$ cat config.mk
export PLATFORM = sky130hd
export DESIGN_NAME = fifo_rr_drain_arb_flat
export DESIGN_NICKNAME = d
export VERILOG_FILES = /design/src/rtl/fifo_rr_drain_arb_pkg.sv /design/src/rtl/fifo_rr_drain_arb_if.sv /design/src/rtl/fifo_rr_drain_arb_pick.sv /design/src/rtl/fifo_rr_drain_arb.sv /design/src/flat_wrapper.sv
export SDC_FILE = /design/constraint.sdc
export NUM_CORES = 1
export LEC_CHECK = 0
export ABC_CLOCK_PERIOD_IN_PS = 1710
export BUFFER_PORTS_ARGS = -buffer_cell sky130_fd_sc_hd__buf_2
export CORE_MARGIN = 1
export CORE_UTILIZATION = 41
export CTS_CLUSTER_DIAMETER = 120
export CTS_CLUSTER_SIZE = 28
export DETAILED_ROUTE_END_ITERATION = 12
export GPL_TIMING_DRIVEN = 0
export PLACE_DENSITY = 0.75
export SYNTH_ARGS = -nofsm -noshare
export SYNTH_HDL_FRONTEND = slang
export SYNTH_SLANG_ARGS = --single-unit
$ cat constraint.sdc
create_clock -name clk -period 1.71 [get_ports clk]
set_input_delay 0.342 -clock clk [delete_from_list [all_inputs] [get_ports clk]]
set_output_delay 0.342 -clock clk [all_outputs]
set_load 0.01 [all_outputs]
$ cat src/rtl/fifo_rr_drain_arb_pkg.sv
// Shared types and helpers for the round-robin FIFO drain arbiter.
package fifo_rr_drain_arb_pkg;

   typedef enum logic {
      ARB_IDLE  = 1'b0,
      ARB_GRANT = 1'b1
   } arb_state_e;

   localparam int N_SRC_DEF      = 4;
   localparam int DATA_WIDTH_DEF = 8;
   localparam int BURST_DEF      = 4;

   // Source index width; a single source would still need one bit.
   function automatic int src_w(input int n);
      return (n > 1) ? $clog2(n) : 1;
   endfunction

endpackage

$ cat src/rtl/fifo_rr_drain_arb_if.sv
// Source-FIFO side and output stream of the drain arbiter.
interface fifo_rr_drain_arb_if
   import fifo_rr_drain_arb_pkg::*;
#(
   parameter int N_SRC      = N_SRC_DEF,
   parameter int DATA_WIDTH = DATA_WIDTH_DEF,
   parameter int SRC_W      = src_w(N_SRC)
);
   logic [N_SRC-1:0]            src_empty;
   logic [N_SRC*DATA_WIDTH-1:0] src_data;
   logic [N_SRC-1:0]            src_rd_en;
   logic                        out_valid;
   logic                        out_ready;
   logic [DATA_WIDTH-1:0]       out_data;
   logic [SRC_W-1:0]            out_src;

   modport master (
      input  src_empty, src_data, out_ready,
      output src_rd_en, out_valid, out_data, out_src
   );

   modport slave (
      output src_empty, src_data, out_ready,
      input  src_rd_en, out_valid, out_data, out_src
   );
endinterface

$ cat src/rtl/fifo_rr_drain_arb_pick.sv
// Rotating-priority encoder: first set req bit at or after base, wrapping at N_SRC.
module fifo_rr_pick
   import fifo_rr_drain_arb_pkg::*;
#(
   parameter int N_SRC = N_SRC_DEF,
   parameter int SRC_W = src_w(N_SRC)
) (
   input  logic [N_SRC-1:0] req_i,
   input  logic [SRC_W-1:0] base_i,
   output logic             any_o,
   output logic [SRC_W-1:0] idx_o
);

   // Walk offsets from farthest to nearest so the nearest requester wins.
   always_comb begin
      int               c;
      logic [SRC_W-1:0] ci;
      idx_o = base_i;
      for (int off = N_SRC - 1; off >= 0; off--) begin
         c = int'(base_i) + off;
         if (c >= N_SRC) c = c - N_SRC;
         ci = SRC_W'(c);
         if (req_i[ci]) idx_o = ci;
      end
   end

   assign any_o = |req_i;

endmodule

$ cat src/rtl/fifo_rr_drain_arb.sv
// Round-robin drain of N show-ahead FIFOs into one valid/ready stream,
// up to BURST words per grant with one idle cycle between grants.
module fifo_rr_drain_arb
   import fifo_rr_drain_arb_pkg::*;
#(
   parameter int N_SRC      = N_SRC_DEF,
   parameter int DATA_WIDTH = DATA_WIDTH_DEF,
   parameter int BURST      = BURST_DEF,
   parameter int SRC_W      = src_w(N_SRC)
) (
   input  logic                 clk,
   input  logic                 reset,
   fifo_rr_drain_arb_if.master  bus,
   output logic                 busy
);

   localparam int BW = (BURST > 1) ? $clog2(BURST) : 1;

   arb_state_e            state_q, state_d;
   logic [SRC_W-1:0]      cur_q, cur_d;
   logic [SRC_W-1:0]      rr_q, rr_d;
   logic [BW-1:0]         beat_q, beat_d;
   logic                  out_valid_q;
   logic [DATA_WIDTH-1:0] out_data_q;
   logic [SRC_W-1:0]      out_src_q;

   logic [DATA_WIDTH-1:0] word [N_SRC];
   logic                  pick_any;
   logic [SRC_W-1:0]      pick_idx;
   logic                  cur_empty, pop, last_beat;
   logic [SRC_W-1:0]      cur_nxt;

   for (genvar g = 0; g < N_SRC; g++) begin : g_word
      assign word[g] = bus.src_data[g*DATA_WIDTH +: DATA_WIDTH];
   end

   fifo_rr_pick #(.N_SRC(N_SRC), .SRC_W(SRC_W)) u_pick (
      .req_i  (~bus.src_empty),
      .base_i (rr_q),
      .any_o  (pick_any),
      .idx_o  (pick_idx)
   );

   assign cur_empty = bus.src_empty[cur_q];
   assign pop       = (state_q == ARB_GRANT) && !cur_empty && (!out_valid_q || bus.out_ready);
   assign last_beat = (beat_q == BW'(BURST - 1));
   assign cur_nxt   = (cur_q == SRC_W'(N_SRC - 1)) ? '0 : cur_q + SRC_W'(1);

   always_comb begin
      state_d = state_q;
      cur_d   = cur_q;
      rr_d    = rr_q;
      beat_d  = beat_q;
      case (state_q)
         ARB_IDLE: begin
            if (pick_any) begin
               cur_d   = pick_idx;
               beat_d  = '0;
               state_d = ARB_GRANT;
            end
         end
         ARB_GRANT: begin
            // Stalled by backpressure: neither branch fires, grant is held.
            if (pop) begin
               beat_d = beat_q + BW'(1);
               if (last_beat) begin
                  state_d = ARB_IDLE;
                  rr_d    = cur_nxt;
               end
            end else if (cur_empty) begin
               state_d = ARB_IDLE;
               rr_d    = cur_nxt;
            end
         end
         default: state_d = ARB_IDLE;
      endcase
   end

   always_comb begin
      bus.src_rd_en = '0;
      if (pop) bus.src_rd_en[cur_q] = 1'b1;
   end

   always_ff @(posedge clk or posedge reset) begin
      if (reset) begin
         state_q <= ARB_IDLE;
         cur_q   <= '0;
         rr_q    <= '0;
         beat_q  <= '0;
      end else begin
         state_q <= state_d;
         cur_q   <= cur_d;
         rr_q    <= rr_d;
         beat_q  <= beat_d;
      end
   end

   always_ff @(posedge clk or posedge reset) begin
      if (reset) begin
         out_valid_q <= 1'b0;
         out_data_q  <= '0;
         out_src_q   <= '0;
      end else if (pop) begin
         out_valid_q <= 1'b1;
         out_data_q  <= word[cur_q];
         out_src_q   <= cur_q;
      end else if (bus.out_ready) begin
         out_valid_q <= 1'b0;
      end
   end

   assign bus.out_valid = out_valid_q;
   assign bus.out_data  = out_data_q;
   assign bus.out_src   = out_src_q;
   assign busy          = (state_q == ARB_GRANT);

endmodule

$ cat src/flat_wrapper.sv
// flat-port wrapper written by rule: the top's interface ports become plain ports
module fifo_rr_drain_arb_flat import fifo_rr_drain_arb_pkg::*;
#(
   parameter int N_SRC      = N_SRC_DEF,
   parameter int DATA_WIDTH = DATA_WIDTH_DEF,
   parameter int BURST      = BURST_DEF,
   parameter int SRC_W      = src_w(N_SRC)
)
  (clk, reset, busy, bus_src_empty, bus_src_data, bus_out_ready, bus_src_rd_en, bus_out_valid, bus_out_data, bus_out_src);
  fifo_rr_drain_arb_if #(.N_SRC(N_SRC), .DATA_WIDTH(DATA_WIDTH), .SRC_W(SRC_W)) bus_i ();
  input  logic clk;
  input  logic reset;
  output logic busy;
  input wire logic [$bits(bus_i.src_empty)-1:0] bus_src_empty;
  input wire logic [$bits(bus_i.src_data)-1:0] bus_src_data;
  input wire logic [$bits(bus_i.out_ready)-1:0] bus_out_ready;
  output wire logic [$bits(bus_i.src_rd_en)-1:0] bus_src_rd_en;
  output wire logic [$bits(bus_i.out_valid)-1:0] bus_out_valid;
  output wire logic [$bits(bus_i.out_data)-1:0] bus_out_data;
  output wire logic [$bits(bus_i.out_src)-1:0] bus_out_src;
  assign bus_i.src_empty = bus_src_empty;
  assign bus_i.src_data = bus_src_data;
  assign bus_i.out_ready = bus_out_ready;
  assign bus_src_rd_en = bus_i.src_rd_en;
  assign bus_out_valid = bus_i.out_valid;
  assign bus_out_data = bus_i.out_data;
  assign bus_out_src = bus_i.out_src;
  fifo_rr_drain_arb #(.N_SRC(N_SRC), .DATA_WIDTH(DATA_WIDTH), .BURST(BURST), .SRC_W(SRC_W)) u_core (.clk(clk), .reset(reset), .bus(bus_i), .busy(busy));
endmodule
Word level (Yosys, flattened, before mapping)
Cells that the tools add are included.
Word-level totals
  register bits: 18
  bits of input ports: 39
  output and inout bits: 16
  logic and storage cells: 85
Cells by class
  add/sub/neg operators: 9
  $lt $le $gt $ge: 11
  equality and inequality tests: 5
  mux-type cells: 38
  bitwise operators: 3
  reduce and logical (&&, ||, !) cells: 12
Operator list (number)
  $mux W2: 14
  $bmux W8 S2: 1
  $mux W8: 2
  $lt A2 B3 Y1 const B: 5
  $ge A3 B3 Y1 const B: 4
  $mux W1: 12
  $bmux W1 S2: 5
  $sub A2 B1 Y2 const B: 4
  $add A2 B2 Y3 const B: 2
  $add A2 B1 Y2 const B: 2
  $eq A2 B2 Y1 const B: 2
  $mux W4: 1
  $ne A2 B2 Y1 const B: 2
  $not A4 Y4: 1
  $pmux W2 S2: 1
  $reduce_and A2 Y1: 2
  $reduce_bool A2 Y1: 2
  $reduce_or A4 Y1: 1
  $add A2 B1 Y3 const B: 1
  $ge A2 B3 Y1 const B: 1
  $logic_and A1 B1 Y1: 3
  $not A2 Y3: 1
  $reduce_and A3 Y1: 1
  $demux W1 S2: 1
  other kinds (6): 7

Longest topological paths before layout
  word-level depth: 9
  mapped depth: 7
  gate-level depth less buffers: 4

Cells and area by module
A second synthesis with hierarchy kept.
Unflattened totals
  cells, all modules: 103
  area total of the unflattened synthesis: 1213.7 um2
By module, submodules not included
  fifo_rr_drain_arb: times used 1, cells each 87, area an instance 1113.6 um2, seq. area each 450.4 um2
  fifo_rr_pick: times used 1, cells each 16, area an instance 100.1 um2, seq. area each 0.0 um2

Worst setup path after synthesis
OpenSTA, ideal clock, no wires.
  path kind: flip-flop to output port
  from: register u_core.cur_q[0]
  to: output bus_src_rd_en[0]
  data arrival time: 1.596 ns
  required time: 1.368 ns
  slack: -0.228 ns
  cell stages (with the launch flop): 7
  path buffers: 2
  cells stage by stage: dfrtp_1 > mux2_4 > a2bb2oi_2 > or2_1 > buf_6 > buf_6 > nor2_1
On the way
  cells in the longest elaborated chain, start to end: 6
  elaborated cells on any way between the ends: 11
  classes of those cells: order compare: 2; mux: 5; reduce/logical: 4
RTL lines
  start, declared: RTL line fifo_rr_drain_arb.sv:20  | logic [SRC_W-1:0] cur_q, cur_d;
  start signal, assigned: RTL line fifo_rr_drain_arb.sv:92  | cur_q <= cur_d;
  parallel branches: the longest is 5 deep, another holds $lt A2 B3 Y1
  $mux W4 *: RTL line fifo_rr_drain_arb.sv:81  | if (pop) bus.src_rd_en[cur_q] = 1'b1;
  end, declared: RTL line flat_wrapper.sv:17  | output wire logic [$bits(bus_i.src_rd_en)-1:0] bus_src_rd_en;
Mark *: on every way between the ends. The select of a mux whose other input is x is not followed.

Final worst setup path
Same ends and word-level chain as after synthesis.

==> impl_results.md <==
* Status: complete, but fails checks
* Failing checks: setup timing
* Slew headroom at 0.5482
* FP Rows at 19
* Grt total ovfl at 0
* FF-to-FF path depth at 8
* Post-Route M1 WL at 1.186 mm
* CTS buffer count at 3
* Dpl cells at 185
* Netlist cell types at 30
* CTS Hold Bufs at 0
* Cells after Synth at 100
* End of the worst register-to-register path: u_core.bus.out_data[6]
* Async set or reset register ratio after synthesis at 1.000
* Worst Setup EP: bus_src_rd_en[0]
* Die height at 55.45 um
* Worst-path cell chain: mux2_4, a2bb2oi_4, or2_4, buf_12, nor2_4, buf_6
* Final core occ at 0.6206
* Post-synth top area share at 0.3846
* Initial antenna violation count at 0
* Final setup fails at 12
* Via count at 1,069
* Syn Area/Cell at 11.71 um2
* Top cells by area, synth: dfrtp_1 38%, mux4_2 15%, mux2_2 6.7%
* Clk slew on worst S/H paths at 0.10 ns
* Finished Cell Area at 0.001697 mm2
* YS warnings at 0
* Fillers at 226
* Worst Setup Start Kind: flop
* RSZ-0062 raised after global routing: true
* Fin. Hold Viols at 0
* CP peak stage delay at 0.45 ns
* Final Max Tran Viols at 0
* Post-Syn Nets at 144
* Number of port buffers at 54
* Synth Cell Area at 0.001171 mm2
* Post-placement cell area at 0.001520 mm2
* Max Fclk at 465.8 MHz
* Leakage at 0.8502 nW
* Worst Path Max Fanout at 6
* Worst min path class: in -> async
* CTS tree: built
* Pin count of the biggest net entering global routing at 19
* Worst path required time at 1.37 ns
* Slew of the pin with the lowest slew margin at 0.6769 ns
* Die area at 0.003074 mm2
* Number of global-route vias before repair at 1,096
* Die Wd at 55.45 um
* Share of post-route cells with drive strength above 1 at 0.6071
* Initial DRC count at 28
* Worst-Skew Late Latency at 0.30 ns
* Gr usage total at 0.1980
* Skew final at 0.01027 ns
* Max Cap Viol at 0
* Highest metal used: met4
* Nets@finish at 213
* Peak VDD IR at 1.156 mV
* Worst R2R Start: u_core.cur_q[0]
* I/O pin count at 55
* Final WS setup at -0.4366 ns
* First-pass GRT wire length at 4.823 mm
* Worst setup path class: reg -> out
* DRC violations left at 0
* N_diodes at 0
* Core Box Area at 0.002734 mm2
* Launch point of the worst path: u_core.cur_q[0]
* CP Data Arrival Time at 1.80 ns
* Power Density at 1753 mW/mm2
* Post-synth top area cell: dfrtp_1
* DRT Pass-1 Iters at 4
* Slowest-stage cell, CP: dfrtp_2
* Drt wl/cell at 14.48 um
* Most repeated cell in the gate-level netlist after synthesis: dfrtp_1
* Initial Utilization at 0.4284
* ANT nets after route at 0
* FF+latch count, synth at 18
* Layout Cells excl Fill at 199
* Tcrit/Tclk final at 1.255
* Sequential fraction of the synthesis area at 0.3846
* Post-synth EDFFs at 0
* DP HPWL at 2.123 mm
* Clk root buf: clkbuf_4
* R2R setup slack at -0.36 ns
* Top FF cell, synth: dfrtp_1
* Met2 WL post-DR at 1.466 mm
* Via density at 5.372
* Area Overhead vs Synth at 44.87%
* Clk sinks at 18
* Routed wl met3 at 208 um
* H-Tree Level Count at 1
* Final wirelength at 2.882 mm
* Longest Clk Path Bufs at 2
* Worst setup EP type: primary output
* RePlAce Congestion at 0.7574
* Commonest cells in the netlist: 18 x dfrtp_1, 11 x inv_1, 8 x mux4_2
* Final min period at 2.147 ns
-- registers in the layout, summed over array words and instances (netlist names) --
signal / cells
u_core.rr_q: 2
u_core.beat_q: 2
u_core.bus.out_src: 2
u_core.cur_q: 2
u_core.bus.out_valid: 1
u_core.busy: 1
u_core.bus.out_data: 8
-- power breakdown --
group / total, mW / internal, mW / switching [mW]
clock: 0.220 / 0.0908 / 0.130
sequential: 0.816 / 0.642 / 0.175
combinational: 1.94 / 1.10 / 0.838
-- cells by family after synthesis --
family                   after synthesis  share of synthesized area
multiplexers                          21                     0.2895
buffers and inverters                 15                    0.06303
flip-flops                            18                     0.3846
adder cells (fa/ha/maj)                5                    0.05342
AO/OA/AOI/OAI                         18                     0.1143
AND/OR/NAND/NOR                       23                    0.09510
-- metal layers --
| layer | vias to the layer above | GRT usage |
|---|---|---|
| met1 | 519 | 0.2381 |
| li1 | 499 | - |
| met5 | - | 0 |
| met2 | 47 | 0.3563 |
| met3 | 4 | 0.04215 |
| met4 | 0 | 0.05357 |
-- critical path: cells and delay by family (launching register included) --
kind | cells | cell delay [ns]
AOI/OAI and AO/OA | 1 | 0.15
buffers and inverters | 2 | 0.25
DFF | 1 | 0.45
muxes | 1 | 0.33
and+or+nand+nor | 2 | 0.33
-- final cells by class --
type,count,area [um2],area share
multi-input cells,67,714.4,0.4211
repair buffers,65,385.4,0.2271
clock buffers,4,26.28,0.01549
inverters,11,41.29,0.02434
flip-flops and latches,18,451.7,0.2662
well taps,31,38.79,0.02286
plain buffers,3,38.79,0.02286
-- layout by cell type, fill, tap and decap left out, drive strengths merged --
| cell | Yosys | layout |
|---|---|---|
| a21oi | 2 | 2 |
| a32oi | 1 | 1 |
| o211a | 1 | 1 |
| nand2 | 7 | 7 |
| nand3 | 1 | 1 |
| nor3 | 1 | 1 |
| nor2 | 5 | 5 |
| mux4 | 8 | 8 |
| a2bb2oi | 1 | 1 |
| o41ai | 1 | 1 |
| or2 | 2 | 2 |
| a31oi | 2 | 2 |
| ha | 5 | 5 |
| dfrtp | 18 | 18 |
| o211ai | 3 | 3 |
| buf | 4 | 68 |
| nor2b | 3 | 3 |
| mux2 | 11 | 11 |
| a311oi | 1 | 1 |
| and2 | 1 | 1 |
| inv | 11 | 11 |
| nand2b | 2 | 2 |
| clkbuf | 0 | 4 |
| o31ai | 1 | 1 |
| a41o | 1 | 1 |
| mux2i | 2 | 2 |
| o21ai | 4 | 4 |
| and3 | 1 | 1 |
-- metrics by stage --
step | setup TNS (ns) | total power, mW | setup slack (ns) | hold WS, ns
detailed placement | -2.282 | 2.393 | -0.3252 | 0.4821
floorplan | -0.9370 | 1.964 | -0.1455 | 0.2805
CTS | -4.337 | 2.938 | -0.5539 | 0.1526
finish | -2.863 | 2.974 | -0.4366 | 0.1261
global route | -3.363 | 3.188 | -0.4853 | 0.1894
global placement | -2.144 | 2.334 | -0.3111 | 0.4764
-- how the worst min path moves through the flow --
stage / endpoint / slack, ns / cells past startpoint
detailed placement: u_core.bus.out_data[7] / 0.48 / 2
floorplan: u_core.beat_q[0] / 0.28 / 1
CTS: u_core.bus.out_data[4] / 0.15 / 2
global placement: u_core.bus.out_data[3] / 0.48 / 2
finish: u_core.bus.out_data[2] / 0.13 / 2
global route: u_core.bus.out_data[2] / 0.19 / 2
-- timing repair --
item | CTS | global route
pin swaps | 5 | 4
setup endpoints to repair | 17 | 17
gates resized for setup | 14 | 7
setup buffers | 10 | 3
(Power assumes the default switching activity.)
